`src/rtl/zx_spi_master.sv`:
```
// SPI mode-0 byte initiator for the zx128 SD interface: CPU writes send d, reads send 0xFF.
// Chip select is a separate CPU-loaded register that is independent of the shift engine.
module zx_spi_master #(
  parameter int DIV = 2
) (
  input  logic       clock,
  input  logic       reset,
  input  logic       tx,
  input  logic       rx,
  input  logic [7:0] d,
  output logic [7:0] q,
  output logic       busy,
  input  logic       csWr,
  input  logic       csD,
  output logic       usdCk,
  output logic       usdCs,
  output logic       usdMosi,
  input  logic       usdMiso
);

  // state | meaning
  // IDLE  | no transfer; usdCk low, usdMosi high, waiting for tx/rx
  // SHIFT | 16 SCK half-periods; even ends sample MISO, odd ends shift
  typedef enum logic {IDLE, SHIFT} state_t;

  localparam int CW = (DIV > 1) ? $clog2(DIV) : 1;
  localparam logic [CW-1:0] DIV_RELOAD = CW'(DIV - 1);

  state_t        state;
  logic [CW-1:0] divcnt;
  logic [3:0]    phase;
  logic [7:0]    sr;
  logic          rbit;

  always_ff @(posedge clock) begin
    if (reset) begin
      state   <= IDLE;
      divcnt  <= DIV_RELOAD;
      phase   <= 4'd0;
      sr      <= 8'hFF;
      rbit    <= 1'b1;
      q       <= 8'hFF;
      busy    <= 1'b0;
      usdCk   <= 1'b0;
      usdCs   <= 1'b1;
      usdMosi <= 1'b1;
    end else begin
      if (csWr) usdCs <= csD;
      case (state)
        IDLE: begin
          if (tx || rx) begin
            sr      <= tx ? d : 8'hFF;
            usdMosi <= tx ? d[7] : 1'b1;
            phase   <= 4'd0;
            divcnt  <= DIV_RELOAD;
            busy    <= 1'b1;
            state   <= SHIFT;
          end
        end
        SHIFT: begin
          if (divcnt == '0) begin
            divcnt <= DIV_RELOAD;
            phase  <= phase + 4'd1;
            if (phase == 4'd15) begin
              q       <= {sr[6:0], rbit};
              busy    <= 1'b0;
              usdCk   <= 1'b0;
              usdMosi <= 1'b1;
              state   <= IDLE;
            end else begin
              usdCk <= ~usdCk;
              if (!phase[0]) begin
                rbit <= usdMiso;
              end else begin
                // mosi mirrors the new sr[7] so it stays a plain register
                sr      <= {sr[6:0], rbit};
                usdMosi <= sr[6];
              end
            end
          end else begin
            divcnt <= divcnt - 1'b1;
          end
        end
        default: state <= IDLE;
      endcase
    end
  end

endmodule

```
`config.mk`:
```
export PLATFORM = sky130hd
export DESIGN_NAME = zx_spi_master
export DESIGN_NICKNAME = d
export VERILOG_FILES = /design/src/rtl/zx_spi_master.sv
export SDC_FILE = /design/constraint.sdc
export NUM_CORES = 1
export LEC_CHECK = 0
export ABC_AREA = 1
export CORE_ASPECT_RATIO = 0.75
export CORE_UTILIZATION = 43
export CTS_CLUSTER_DIAMETER = 100
export CTS_CLUSTER_SIZE = 8
export DETAILED_ROUTE_END_ITERATION = 8
export PLACE_DENSITY = 0.75
export SYNTH_ARGS = -nofsm -noshare
export SYNTH_HDL_FRONTEND = slang
export SYNTH_SLANG_ARGS = --single-unit
```
`constraint.sdc`:
```
create_clock -name clock -period 1.3 [get_ports clock]
set_input_delay 0.26 -clock clock [delete_from_list [all_inputs] [get_ports clock]]
set_output_delay 0.26 -clock clock [all_outputs]
set_load 0.01 [all_outputs]
```
=== Word-level counts from Yosys, hierarchy flattened ===
Index checks and enable logic that the tools add are counted.

* Bits in registers: 26
* Latch bits: 0
* RAM bits: 0
* ROM bits: 0
* Word-level logic and storage cells: 58
* Memories: 0

* Add/sub/neg operators: 2
* $mul: 0
* Div/mod/pow operators: 0
* Magnitude comparators: 0
* Equality and inequality tests: 7
* Shift-type cells: 0
* Muxes and demuxes: 26
* Bitwise logic cells: 5
* Reductions and logical operators: 8

{| class="wikitable"
|+ Operators by type and width
! kind !! count
|-
| 7-bit 2-to-1 mux || 5
|-
| 7-bit case mux with 2 select lines || 1
|-
| 1-bit 2-to-1 mux || 13
|-
| 3-bit AND reduction || 3
|-
| 4-bit 2-to-1 mux || 2
|-
| 1-bit case mux with 2 select lines || 4
|-
| 4-bit case mux with 2 select lines || 1
|-
| 4-bit AND reduction || 2
|-
| 2-bit inequality test (second input constant) || 3
|-
| 1-bit inverter || 5
|-
| 4-bit by 1-bit adder with 4-bit output (second input constant) || 1
|-
| 4-bit == test (second input constant) || 1
|-
| 2-bit by 1-bit inequality test with 1-bit output (second input constant) || 2
|-
| 2-bit AND reduction || 2
|-
| 3-bit by 1-bit inequality test with 1-bit output (second input constant) || 1
|-
| 1-bit logical OR || 1
|-
| 1-bit subtractor (second input constant) || 1
|}

=== Depth between registers and ports, before layout ===
* Word-level depth: 4
* Mapped depth: 7
* Depth with buffers taken out: 7

=== Worst setup path after synthesis ===
OpenSTA, ideal clock, no wires.

* Kind: flip-flop to flip-flop
* Start: register phase[0]
* End: register q[7]
* Setup time: 0.125 ns
* Arrival: 1.140 ns
* Required time: 1.175 ns
* Slack: 0.035 ns
* Stages on the path, launching flop included: 7
* Path buffers: 0
* Period minus slack after synthesis: 1.265 ns
* Cells stage by stage: dfxtp_1 ha_1 nand3_1 nor2_4 inv_2 nand2_1 o211ai_2

* Cells in the longest elaborated chain, start to end: 2

{| class="wikitable"
|+ Ends and longest elaborated chain
! item !! line !! source
|-
| from (decl) || 31 || <nowiki>logic [3:0] phase;</nowiki>
|-
| from (signal assigned) || 63 || <nowiki>phase <= phase + 4'd1;</nowiki>
|-
| 4-bit == test || 64 || <nowiki>if (phase == 4'd15) begin</nowiki>
|-
| 3-bit AND reduction (no line) || - ||
|-
| to (signal assigned) || 65 || <nowiki>q <= {sr[6:0], rbit};</nowiki>
|-
| to (decl) || 11 || <nowiki>output logic [7:0] q,</nowiki>
|}

No other way between the ends.
A chain may end at the register's enable or synchronous reset.

=== Worst setup path after layout ===
* Start: register usdCk
* End: output port usdCk

{| class="wikitable"
|+ RTL lines
! item !! line !! source
|-
| from (decl) || 15 || <nowiki>output logic usdCk,</nowiki>
|-
| from (signal assigned) || 71 || <nowiki>usdCk <= ~usdCk;</nowiki>
|}

No word-level cell between the ends.

==> metrics.md <==
| Metric | Value |
|---|---|
| Initial antenna violation count | `0` |
| Vias in the first global route | `roughly 940` |
| Hold buffers post-CTS | `0` |
| Pwr dens | `1060 nW/um^2` |
| # nets final | `209` |
| I/O pins | `27` |
| Final setup violation count | `0` |
| Async SR Flop Fraction | `0` |
| Synth top area share | `0.456` |
| Fmax achieved | `between 800 and 900 MHz` |
| Design Power | `roughly 1.7 mW` |
| H-Tree Depth | `1` |
| Synthesized Nets | `approximately 170` |
| Netlist cell types | `25` |
| Final Hold Vio Count | `0` |
| Status | `complete, no violations` |
| Routed Antenna Nets | `0` |
| Post-Syn Area per Cell | `7.22 um^2` |
| Clk buf depth | `2` |
| EDFF count, synth | `0` |
| Placed wire-length estimate | `2020 um` |
| Netlist area before placement | `1140 um^2` |
| Initial Utilization | `0.475` |
| CTS Root Cell | `clkbuf_4` |
| Core area | `2400 um^2` |
| Synth warn | `0` |
| Clock skew | `between 0.003 and 0.004 ns` |
| CP Buf/Inv Count | `1` |
| Clk sink count | `26` |
| Die area | `around 2900 um^2` |
| Synth Flop Type | `dfxtp_1` |
| DRT Wirelength | `~2700 um` |
| Cts bufs inserted | `3` |
| Share of post-route cells with drive strength above 1 | `0.161` |
| Tmin final | `~1.2 ns` |
| First-pass GRT wire length | `roughly 4200 um` |
| CTS tree | `yes` |
| Worst stage delay on the critical path | `roughly 0.38 ns` |
| Critical Path Fanout Max | `3` |
| Worst vdd ir | `around 650 uV` |
| Leakage dissipation | `about 0.68 nW` |
| Placed inst area | `~1500 um^2` |
| WS Path Type | `reg -> out` |
| DRT iter0 DRCs | `between 50 and 60` |
| Most frequent cell after synthesis | `nand2_1` |
| Seq/Total Area, Yosys | `0.456` |
| Gate Count Post-Synth | `around 160` |
| Pre-antenna DRT Iters | `4` |
| CP max stage cell | `dfxtp_1` |
| Dpl cells | `roughly 220` |
| Post-Layout Inst Area | `about 1600 um^2` |
| Worst-path cell chain | `dlygate4sd2_1` |
| Final Max Slew Viols | `0` |
| Synth top area cells | `dfxtp_1 (46%), nand2_1 (13%), nand3_1 (12%)` |
| Worst-Skew Late Latency | `0.32 ns` |
| Die Ht | `roughly 47 um` |
| CP required | `1.04 ns` |
| Synthesis-to-layout area growth | `37.8%` |
| Largest net degree at the start of global routing | `19` |
| Crit start category | `flip-flop` |
| Final worst path period share | `0.949` |
| DRC violations left | `0` |
| Tot GR Track Use | `0.208` |
| Die Width | `between 60 and 70 um` |
| Wire per inst | `~12 um` |
| Cell Rows | `15` |
| Slew of the pin with the lowest slew margin | `0.236 ns` |
| Max cap viols | `0` |
| Reg clk slew, reported paths | `0.14 ns` |
| Via-per-instance ratio | `~5` |
| Synth cell count leaders | `nand2_1 (38), nand3_1 (27), nor2_1 (27), dfxtp_1 (26)` |
| Synth area leader | `dfxtp_1` |
| Non-filler cells, final | `226` |
| Setup Fix Bufs, Post-CTS | `0` |
| Arrival time of the worst setup path | `approximately 0.97 ns` |
| Antenna cells | `0` |
| Gpl congestion | `around 0.9` |
| Seq cells post-synth | `26` |
| DR vias | `1128` |
| GR Overflow Total | `0` |
| Crit. End Element | `output pin` |
| Hold crit path type | `reg -> reg` |
| Relative slew margins | `0.842` |
| FF-to-FF setup slack | `0.09 ns` |
| CP delay by family, top | `flip-flops` |
| Port bufs | `26` |
[cells in the final DEF (no fill, tap or decap), types with 6 or more instances in the layout]
master / synthesis / routed
dlygate4sd2_1: 0 / 12
nor2_1: 27 / 25
dfxtp_1: 26 / 23
a21oi_1: 7 / 7
inv_1: 7 / 7
nand2_1: 38 / 38
clkdlybuf4s50_1: 0 / 14
nand3_1: 27 / 26
buf_4: 0 / 6
[area by class of cell]
class	count	area, um^2
repair buffers	33	310
inverters	10	37.5
multi-input cells	119	606
flip-flops and latches	26	524
clock buffers	3	22.5
clock inverters	1	30.0
well taps	34	42.5
fillers	229	830
[worst paths after layout]
kind	cells after the start	startpoint	end
min	2	q[5]$_SDFFE_PP1P_	q[5]$_SDFFE_PP1P_
max	1	usdCk$_SDFFE_PP0P_	usdCk
min reg2reg	2	q[5]$_SDFFE_PP1P_	q[5]$_SDFFE_PP1P_
max reg2reg	7	state$_SDFF_PP0_	usdMosi$_SDFFE_PP1P_
[power breakdown]
part / total [mW] / switching (mW) / internal [mW] / leakage, nW
logic: 0.242 / 0.129 / 0.113 / 0.439
clock network: 0.559 / 0.247 / 0.312 / 0.0279
registers: 0.863 / 0.0301 / 0.833 / 0.214
[timing repair]
item                                    CTS  global route
endpoints found under the setup margin   19            19
gates cloned                              0             0
gates resized for setup                  13            10
pin swaps                                 1             1
hold endpoints to repair                  0             0
[routing by layer]
metal	vias up	share of wire	global-route usage
li1	581	-	-
met1	512	0.47	0.289
met2	33	0.47	0.320
met3	2	0.052	0.0674
met4	0	0.0048	0.0311
met5	-	0	0
[through the flow]
stage | setup TNS [ns] | worst slack, ns | hold slack, ns | utilization
detailed placement | -1.85 | -0.214 | 0.442 | 0.620
CTS | 0 | 0.00400 | 0.472 | 0.638
finish | 0 | 0.0661 | 0.470 | 0.655
floorplan | 0 | 0.0346 | 0.360 | -
global route | -0.0381 | -0.0254 | 0.504 | 0.655
global placement | -1.40 | -0.160 | 0.438 | 0.620
[state kept, by name (all words and copies together) (netlist names)]
| register | cells |
|---|---|
| divcnt | 1 |
| usdMosi | 1 |
| rbit | 1 |
| phase | 4 |
| sr | 7 |
| usdCs | 1 |
| busy | 1 |
| q | 8 |
| state | 1 |
| usdCk | 1 |
[cell families (layout without fill, tap and decap cells)]
logic type	count (synthesis)	in the layout	share of synthesized area
AO/OA/AOI/OAI	14	14	0.0735
adder cells (fa/ha/maj)	1	1	0.0110
buffers and inverters	13	47	0.0504
flip-flops	26	26	0.456
AND/OR/NAND/NOR	104	104	0.409
Note: power is estimated with default switching activity, not from simulation.
